==> src/rtl/switch_out_arbiter.sv <==
// switch_out_arbiter
//
// Per-egress-port packet arbiter. NUM_PORTS ingress streams compete for one
// egress port; whole packets (SOP..EOP) are granted round-robin and the granted
// stream is passed combinationally to egress with valid/ready flow control.
//
// Ports
//   clk        rising-edge clock
//   rst        synchronous reset, active high
//   in_valid   per-ingress beat valid
//   in_sop     per-ingress start-of-packet (qualified by in_valid)
//   in_eop     per-ingress end-of-packet (qualified by in_valid)
//   in_data    per-ingress payload, port i at [i*DATA_W +: DATA_W]
//   in_ready   per-ingress accept
//   out_valid  egress beat valid
//   out_sop    egress start-of-packet
//   out_eop    egress end-of-packet
//   out_data   egress payload
//   out_ready  egress accept
//   out_src    index of the granted ingress port
//   pkt_count  packets completed on egress (EOP beats accepted), wraps
//   proto_err  one-cycle pulse on a framing violation

module switch_out_arbiter #(
    parameter int unsigned NUM_PORTS = 4,
    parameter int unsigned DATA_W    = 8,
    parameter int unsigned CNT_W     = 16
) (
    input  logic                          clk,
    input  logic                          rst,
    input  logic [NUM_PORTS-1:0]          in_valid,
    input  logic [NUM_PORTS-1:0]          in_sop,
    input  logic [NUM_PORTS-1:0]          in_eop,
    input  logic [NUM_PORTS*DATA_W-1:0]   in_data,
    output logic [NUM_PORTS-1:0]          in_ready,
    output logic                          out_valid,
    output logic                          out_sop,
    output logic                          out_eop,
    output logic [DATA_W-1:0]             out_data,
    input  logic                          out_ready,
    output logic [$clog2(NUM_PORTS)-1:0]  out_src,
    output logic [CNT_W-1:0]              pkt_count,
    output logic                          proto_err
);

    localparam int unsigned SrcW = $clog2(NUM_PORTS);

    typedef enum logic [0:0] {
        StIdle,
        StXfer
    } state_e;

    state_e            state_q, state_d;
    logic [SrcW-1:0]   grant_q, grant_d;
    logic [SrcW-1:0]   last_grant_q, last_grant_d;
    logic              first_beat_q, first_beat_d;
    logic [CNT_W-1:0]  pkt_count_q, pkt_count_d;
    logic              proto_err_q, proto_err_d;

    logic [NUM_PORTS-1:0] req;
    logic [NUM_PORTS-1:0] stray;
    logic [DATA_W-1:0]    in_data_arr [NUM_PORTS];

    logic              rr_found;
    logic [SrcW-1:0]   rr_winner;
    logic [SrcW-1:0]   rr_sel;

    logic              beat_acc;

    // Unpack the flat payload bus so the mux can index by grant.
    for (genvar i = 0; i < NUM_PORTS; i++) begin : g_unpack
        assign in_data_arr[i] = in_data[i*DATA_W +: DATA_W];
    end

    // Only SOP beats may open a packet; anything else seen while idle is a stray.
    assign req   = in_valid & in_sop;
    assign stray = in_valid & ~in_sop;

    // Round-robin search starting just after the last port served, so the
    // previous winner has the lowest priority.
    always_comb begin
        rr_found  = 1'b0;
        rr_winner = '0;
        rr_sel    = '0;
        for (int unsigned k = 1; k <= NUM_PORTS; k++) begin
            rr_sel = SrcW'((32'(last_grant_q) + k) % NUM_PORTS);
            if (!rr_found && req[rr_sel]) begin
                rr_found  = 1'b1;
                rr_winner = rr_sel;
            end
        end
    end

    // Egress mux and ingress ready.
    always_comb begin
        in_ready  = '0;
        out_valid = 1'b0;
        out_sop   = 1'b0;
        out_eop   = 1'b0;
        out_data  = '0;
        unique case (state_q)
            StIdle: begin
                // Strays are consumed and discarded; SOP requesters wait for grant.
                in_ready = stray;
            end
            StXfer: begin
                out_valid         = in_valid[grant_q];
                out_sop           = in_sop[grant_q];
                out_eop           = in_eop[grant_q];
                out_data          = in_data_arr[grant_q];
                in_ready[grant_q] = out_ready;
            end
            default: begin
            end
        endcase
    end

    assign beat_acc = out_valid & out_ready;

    // Next-state logic.
    always_comb begin
        state_d      = state_q;
        grant_d      = grant_q;
        last_grant_d = last_grant_q;
        first_beat_d = first_beat_q;
        pkt_count_d  = pkt_count_q;
        proto_err_d  = 1'b0;
        unique case (state_q)
            StIdle: begin
                // Any number of simultaneous strays collapse to one pulse.
                proto_err_d = |stray;
                if (rr_found) begin
                    state_d      = StXfer;
                    grant_d      = rr_winner;
                    first_beat_d = 1'b1;
                end
            end
            StXfer: begin
                if (beat_acc) begin
                    first_beat_d = 1'b0;
                    // A second SOP inside a packet is forwarded but flagged.
                    if (out_sop && !first_beat_q) begin
                        proto_err_d = 1'b1;
                    end
                    if (out_eop) begin
                        state_d      = StIdle;
                        last_grant_d = grant_q;
                        pkt_count_d  = pkt_count_q + CNT_W'(1);
                    end
                end
            end
            default: begin
                state_d = StIdle;
            end
        endcase
    end

    always_ff @(posedge clk) begin
        if (rst) begin
            state_q      <= StIdle;
            grant_q      <= '0;
            // Start with the highest port as "last served" so port 0 wins first.
            last_grant_q <= SrcW'(NUM_PORTS - 1);
            first_beat_q <= 1'b0;
            pkt_count_q  <= '0;
            proto_err_q  <= 1'b0;
        end else begin
            state_q      <= state_d;
            grant_q      <= grant_d;
            last_grant_q <= last_grant_d;
            first_beat_q <= first_beat_d;
            pkt_count_q  <= pkt_count_d;
            proto_err_q  <= proto_err_d;
        end
    end

    assign out_src   = grant_q;
    assign pkt_count = pkt_count_q;
    assign proto_err = proto_err_q;

endmodule
==> config.mk <==
export PLATFORM = sky130hd
export DESIGN_NAME = switch_out_arbiter
export DESIGN_NICKNAME = d
export VERILOG_FILES = /design/src/rtl/switch_out_arbiter.sv
export SDC_FILE = /design/constraint.sdc
export NUM_CORES = 1
export LEC_CHECK = 0
export ABC_AREA = 1
export CORE_ASPECT_RATIO = 1.2
export CORE_UTILIZATION = 43
export CTS_BUF_LIST = sky130_fd_sc_hd__clkbuf_8
export DETAILED_ROUTE_END_ITERATION = 12
export PLACE_DENSITY = 0.82
export REMOVE_ABC_BUFFERS = 1
export SYNTH_ARGS = -nofsm -noshare
export SYNTH_HDL_FRONTEND = slang
export SYNTH_SLANG_ARGS = --single-unit
==> constraint.sdc <==
create_clock -name clk -period 2 [get_ports clk]
set_input_delay 0.3 -clock clk [delete_from_list [all_inputs] [get_ports clk]]
set_output_delay 0.3 -clock clk [all_outputs]
set_load 0.01 [all_outputs]
======== Word level (Yosys, flattened, before mapping) ========
Cells that the tools add are included.
storage, ports and cells
  bits in registers ....................... 23
  input bits .............................. 47
  output and inout bits ................... 34
operators by class
  add/sub/neg operators ................... 5
  order comparisons ....................... 7
  eq/ne operators ......................... 2
  multiplexer cells ....................... 42
  bitwise logic cells ..................... 7
  reductions and logical operators ........ 13
operators by type and width
  operator               count
  $mux 8                 3
  $mux 1                 22
  $add 16x1->16 const B  1
  $bmux 8 s2             1
  $lt 2x3->1 const B     5
  $bmux 1 s2             7
  $and 4x4->4            3
  $mux 2                 4
  $pmux 4 s2             1
  $pmux 1 s2             3
  $logic_and 1x1->1      5
  $add 2x1->2 const B    2
  $add 2x2->2 const B    2
  $logic_not 1->1        4
  $not 4->4              1
  $reduce_and 2->1       2
  $reduce_or 4->1        1
  $ge 3x3->1 const B     1
  $not 2->3              1
  $reduce_and 3->1       1
  $demux 1 s2            1
  $ge 2x1->1 const B     1
  $ne 2x1->1 const B     1
  $ne 2x2->1 const B     1
  2 further kinds        2

======== Logic depth before layout (Yosys ltp) ========
  depth after elaboration ................. 15
  mapped depth ............................ 12
  mapped depth without buffers ............ 11

======== Worst setup path before layout ========
Ideal clock, no wire load.
  path kind ............................... register to register
  start ................................... register grant_q[0] (netlist: out_src[0])
  end ..................................... register pkt_count_q[3] (netlist: pkt_count[3])
  setup time .............................. 0.116 ns
  arrival ................................. 1.401 ns
  required time ........................... 1.884 ns
  slack ................................... 0.483 ns
  stages on the path, launching flop included .. 11
  buffers on the path ..................... 1
  clock period less this slack ............ 1.517 ns
  cells stage by stage .................... dfxtp_1 -> nand2_2 -> inv_4 -> nand2_2 -> nand2_2 -> nor2_2 -> nor2_8 -> nand3_2 -> buf_6 -> nor3_2 -> nor2_1
between the ends
  longest elaborated chain between the ends .. 5
  elaborated cells on any way between the ends .. 8
ends and longest elaborated chain
  what                               RTL line  source
  start, declared                    54        logic [SrcW-1:0] grant_q, grant_d;
  start signal, assigned             169       grant_q <= grant_d;
  $bmux 1 s2                         107       out_valid = in_valid[grant_q];
  $mux 1 (implied by the code)       107
  $mux 1                             101       unique case (state_q)
  via out_valid                      36        output logic out_valid,
  $and 1x1->1                        118       assign beat_acc = out_valid & out_ready;
  $reduce_and 3->1 (no source line)  --
  end signal, assigned               172       pkt_count_q <= pkt_count_d;
  end, declared                      57        logic [CNT_W-1:0] pkt_count_q, pkt_count_d;
The timed path passes the listed nets, and every way through them passes these cells. The select of a mux whose other input is x is not followed.
A chain may end at the register's enable or synchronous reset.

======== Worst setup path after layout ========
  start ................................... input out_ready
  end ..................................... output in_ready[3]
between the ends
  longest elaborated chain between the ends .. 2
ends and longest elaborated chain
  what                          RTL line  source
  start, declared               40        input logic out_ready,
  $and 4x4->4 (no source line)  --
  $pmux 4 s2                    101
  end, declared                 35        output logic [NUM_PORTS-1:0] in_ready,
No other way between the ends.

==> flow_metrics.env <==
export IMPL_drtIter0Drc=167
export IMPL_hpwlAfterDp_um=4560
export IMPL_h_tree_depth=1
export IMPL_area_growth_pct=56.3
export IMPL_max_vdd_ir_drop_uv=437
export IMPL_rows=25
export IMPL_tightestPinTransition_ns=0.490
export IMPL_numCtsBuffers=3
export IMPL_start_util=0.457
export IMPL_post_cts_buffers=0
export IMPL_die_w_um=61.5
export IMPL_skew_ns=0.00115
export IMPL_max_cap_violations=0
export IMPL_critPathMaxFanout=4
export IMPL_synth_distinct_cells=35
export IMPL_clkTransAtPathRegs_ns=0.08
export IMPL_tritoncts="built"
export IMPL_avgSynthCellArea_um2=6.30
export IMPL_total_power_mw=1.92
export IMPL_cp_start_kind="primary input"
export IMPL_synth_top_area_frac=0.252
export IMPL_p_comb_frac=0.568
export IMPL_intPower_mw=1.15
export IMPL_ys_seq_elements=23
export IMPL_grtUsageTotal=0.247
export IMPL_antenna_found_initial=0
export IMPL_hold_viol=0
export IMPL_async_flop_share=0
export IMPL_final_antenna_net_count=0
export IMPL_drive_above_1_share=0.124
export IMPL_clk_latency_ns=0.27
export IMPL_min_period_over_period=0.965
export IMPL_cts_sinks=23
export IMPL_yosys_top_cells_area="dfxtp_1, nand2_1, a21oi_1"
export IMPL_cts_max_path_buffers=2
export IMPL_min_period_ns=1.93
export IMPL_r2r_start="out_src[1]$_SDFFE_PP0P_"
export IMPL_numPortBuffers=80
export IMPL_min_path_type="flop to flop"
export IMPL_synthFlopType="dfxtp_1"
export IMPL_slew_viol_final=0
export IMPL_grt_pass1_wl_um=8560
export IMPL_netlist_area_um2=1830
export IMPL_pwr_density_cell_nw_per_um2=670
export IMPL_grt_pass1_vias=2095
export IMPL_die_y_um=73.4
export IMPL_fillers=373
export IMPL_power_frac_clock=0.154
export IMPL_max_freq_mhz=518
export IMPL_fin_ws_ns=0.0709
export IMPL_grt_remaining_overflow=0
export IMPL_worst_ep_arrival_time_ns=1.63
export IMPL_p_sw_mw=0.766
export IMPL_via_per_inst=5.29
export IMPL_outcome="complete, no violations"
export IMPL_crit_buf_inv=2
export IMPL_post_place_ws_ns=-0.0204
export IMPL_post_route_drc_count=0
export IMPL_yosys_warnings=0
export IMPL_grt_start_max_net_pins=21
export IMPL_hp_start="first_beat_q$_SDFFE_PP0P_"
export IMPL_synth_edf_count=0
export IMPL_critPathKind="primary input to output port"
export IMPL_die_area_um2=4520
export IMPL_routabilityCongestion=0.912
export IMPL_relSlewSlack=0.673
export IMPL_tns_ns=0
export IMPL_power_share_sequential=0.278
export IMPL_nNetsFinal=436
export IMPL_critPathTopFamily="buffers and inverters"
export IMPL_core_um2=4000
export IMPL_path_common_cell="clkdlybuf4s50_1"
export IMPL_yosysTopAreaCell="dfxtp_1"
export IMPL_end_kind="output port"
export IMPL_total_leakage_power_nw=1.21
export IMPL_switching_share=0.400
export IMPL_slowest_delay_ns=0.56
export IMPL_n_antenna_cell=0
export IMPL_cp_startpoint="out_ready"
export IMPL_crit_chain="clkdlybuf4s50_1, nand2_1, o22ai_1, clkdlybuf4s50_1"
export IMPL_finalWirelength_um=5730
export IMPL_setup_viol=0
export IMPL_syn_inst=290
export IMPL_utilization=0.714
export IMPL_cp_slowest_cell="clkdlybuf4s50_1"
export IMPL_cts_root_buffer_cell="clkbuf_8"
export IMPL_wl_per_cell_um=13.0
export IMPL_required_ns=1.70
export IMPL_first_pass_iters=4
export IMPL_rsz0062_at_grt="no"
export IMPL_io_pins=81
export IMPL_vias=2333
export IMPL_yosysSeqAreaShare=0.252
-- per-stage QoR --
stage               hold WS (ns)  area [µm²]  cells
floorplan                  0.369        1750    279
global placement           0.454        2810    437
detailed placement         0.455        2810    437
CTS                        0.469        2850    441
global route               0.486        2860    441
finish                     0.465        2860    441
-- synth_stat cells (2+ instances only) --
| library cell | number |
|---|---|
| nand2_1 | 86 |
| a21oi_1 | 29 |
| inv_1 | 25 |
| nand3_1 | 25 |
| dfxtp_1 | 23 |
| nor2_1 | 20 |
| a22oi_1 | 16 |
| o21ai_0 | 7 |
| nor3_1 | 6 |
| o22ai_1 | 6 |
| nand2_2 | 5 |
| xnor2_1 | 5 |
| xor2_1 | 5 |
| buf_6 | 4 |
| nor2_2 | 3 |
| buf_2 | 2 |
| buf_4 | 2 |
| clkbuf_1 | 2 |
| nand4_1 | 2 |
| o21ai_1 | 2 |
-- worst min-delay path, cell delays in order, from the launching register on --
cell,delay [ns]
dfxtp_1,0.32
nand2_1,0.06
a21oi_1,0.05
-- power by group through the flow --
| stage | combinational (mW) | clock, mW | sequential [mW] |
|---|---|---|---|
| after floorplan | 0.549 | 0 | 0.555 |
| final | 1.09 | 0.295 | 0.533 |
| after global routing | 1.20 | 0.317 | 0.539 |
| after CTS | 1.09 | 0.304 | 0.532 |
| after global placement | 1.10 | 0 | 0.537 |
| after detailed placement | 1.12 | 0 | 0.538 |
-- timing repair --
| item | in CTS | in global routing |
|---|---|---|
| pin swaps | 0 | 0 |
| setup endpoints to repair | 13 | 1 |
| resized for setup | 18 | 1 |
| hold buffers | 0 | 0 |
-- final cells by class --
cell class | count | area [µm²] | area share
flip-flops and latches | 23 | 463 | 0.162
well taps | 54 | 67.6 | 0.0236
multi-input cells | 229 | 1190 | 0.417
inverters | 27 | 104 | 0.0363
clock buffers | 3 | 41.3 | 0.0144
repair buffers | 104 | 985 | 0.345
clock inverters | 1 | 5.00 | 0.00175
-- placed cells by master (no fill, tap or decap), types with 6 or more instances in the layout --
cell / instances
a22oi_1: 16
o22ai_1: 6
o21ai_0: 7
nand3_1: 25
nor3_1: 6
buf_4: 21
inv_1: 25
nand2_1: 86
a21oi_1: 29
clkdlybuf4s50_1: 67
dlygate4sd2_1: 13
dfxtp_1: 21
nor2_1: 20
-- sequential cells by signal (all words and copies together) (netlist names) --
signal        cells
last_grant_q      2
pkt_count        16
proto_err         1
first_beat_q      1
out_src           2
state_q           1
-- cells by family after synthesis --
family                     synth area share
AOI/OAI and AO/OA                     0.210
xor gates and xnor gates             0.0479
adders and majority gates           0.00684
buffers and inverters                 0.101
DFF                                   0.252
and+or+nand+nor                       0.382
-- per-layer routing --
metal / vias to the layer above / global-route usage / share of wire
li1: 1161 / - / -
met1: 1062 / 0.259 / 0.39
met2: 97 / 0.465 / 0.49
met3: 13 / 0.0440 / 0.093
met4: 0 / 0.101 / 0.026
met5: - / 0 / 0
-- final timing paths --
path | slack (ns) | endpoint | cells past startpoint
setup / recovery | 0.07 | in_ready[3] | 4
hold / removal | 0.47 | first_beat_q$_SDFFE_PP0P_ | 2
setup reg to reg | 0.17 | pkt_count[5]$_SDFFE_PP0P_ | 10
hold reg to reg | 0.47 | first_beat_q$_SDFFE_PP0P_ | 2
(Power assumes the default switching activity.)
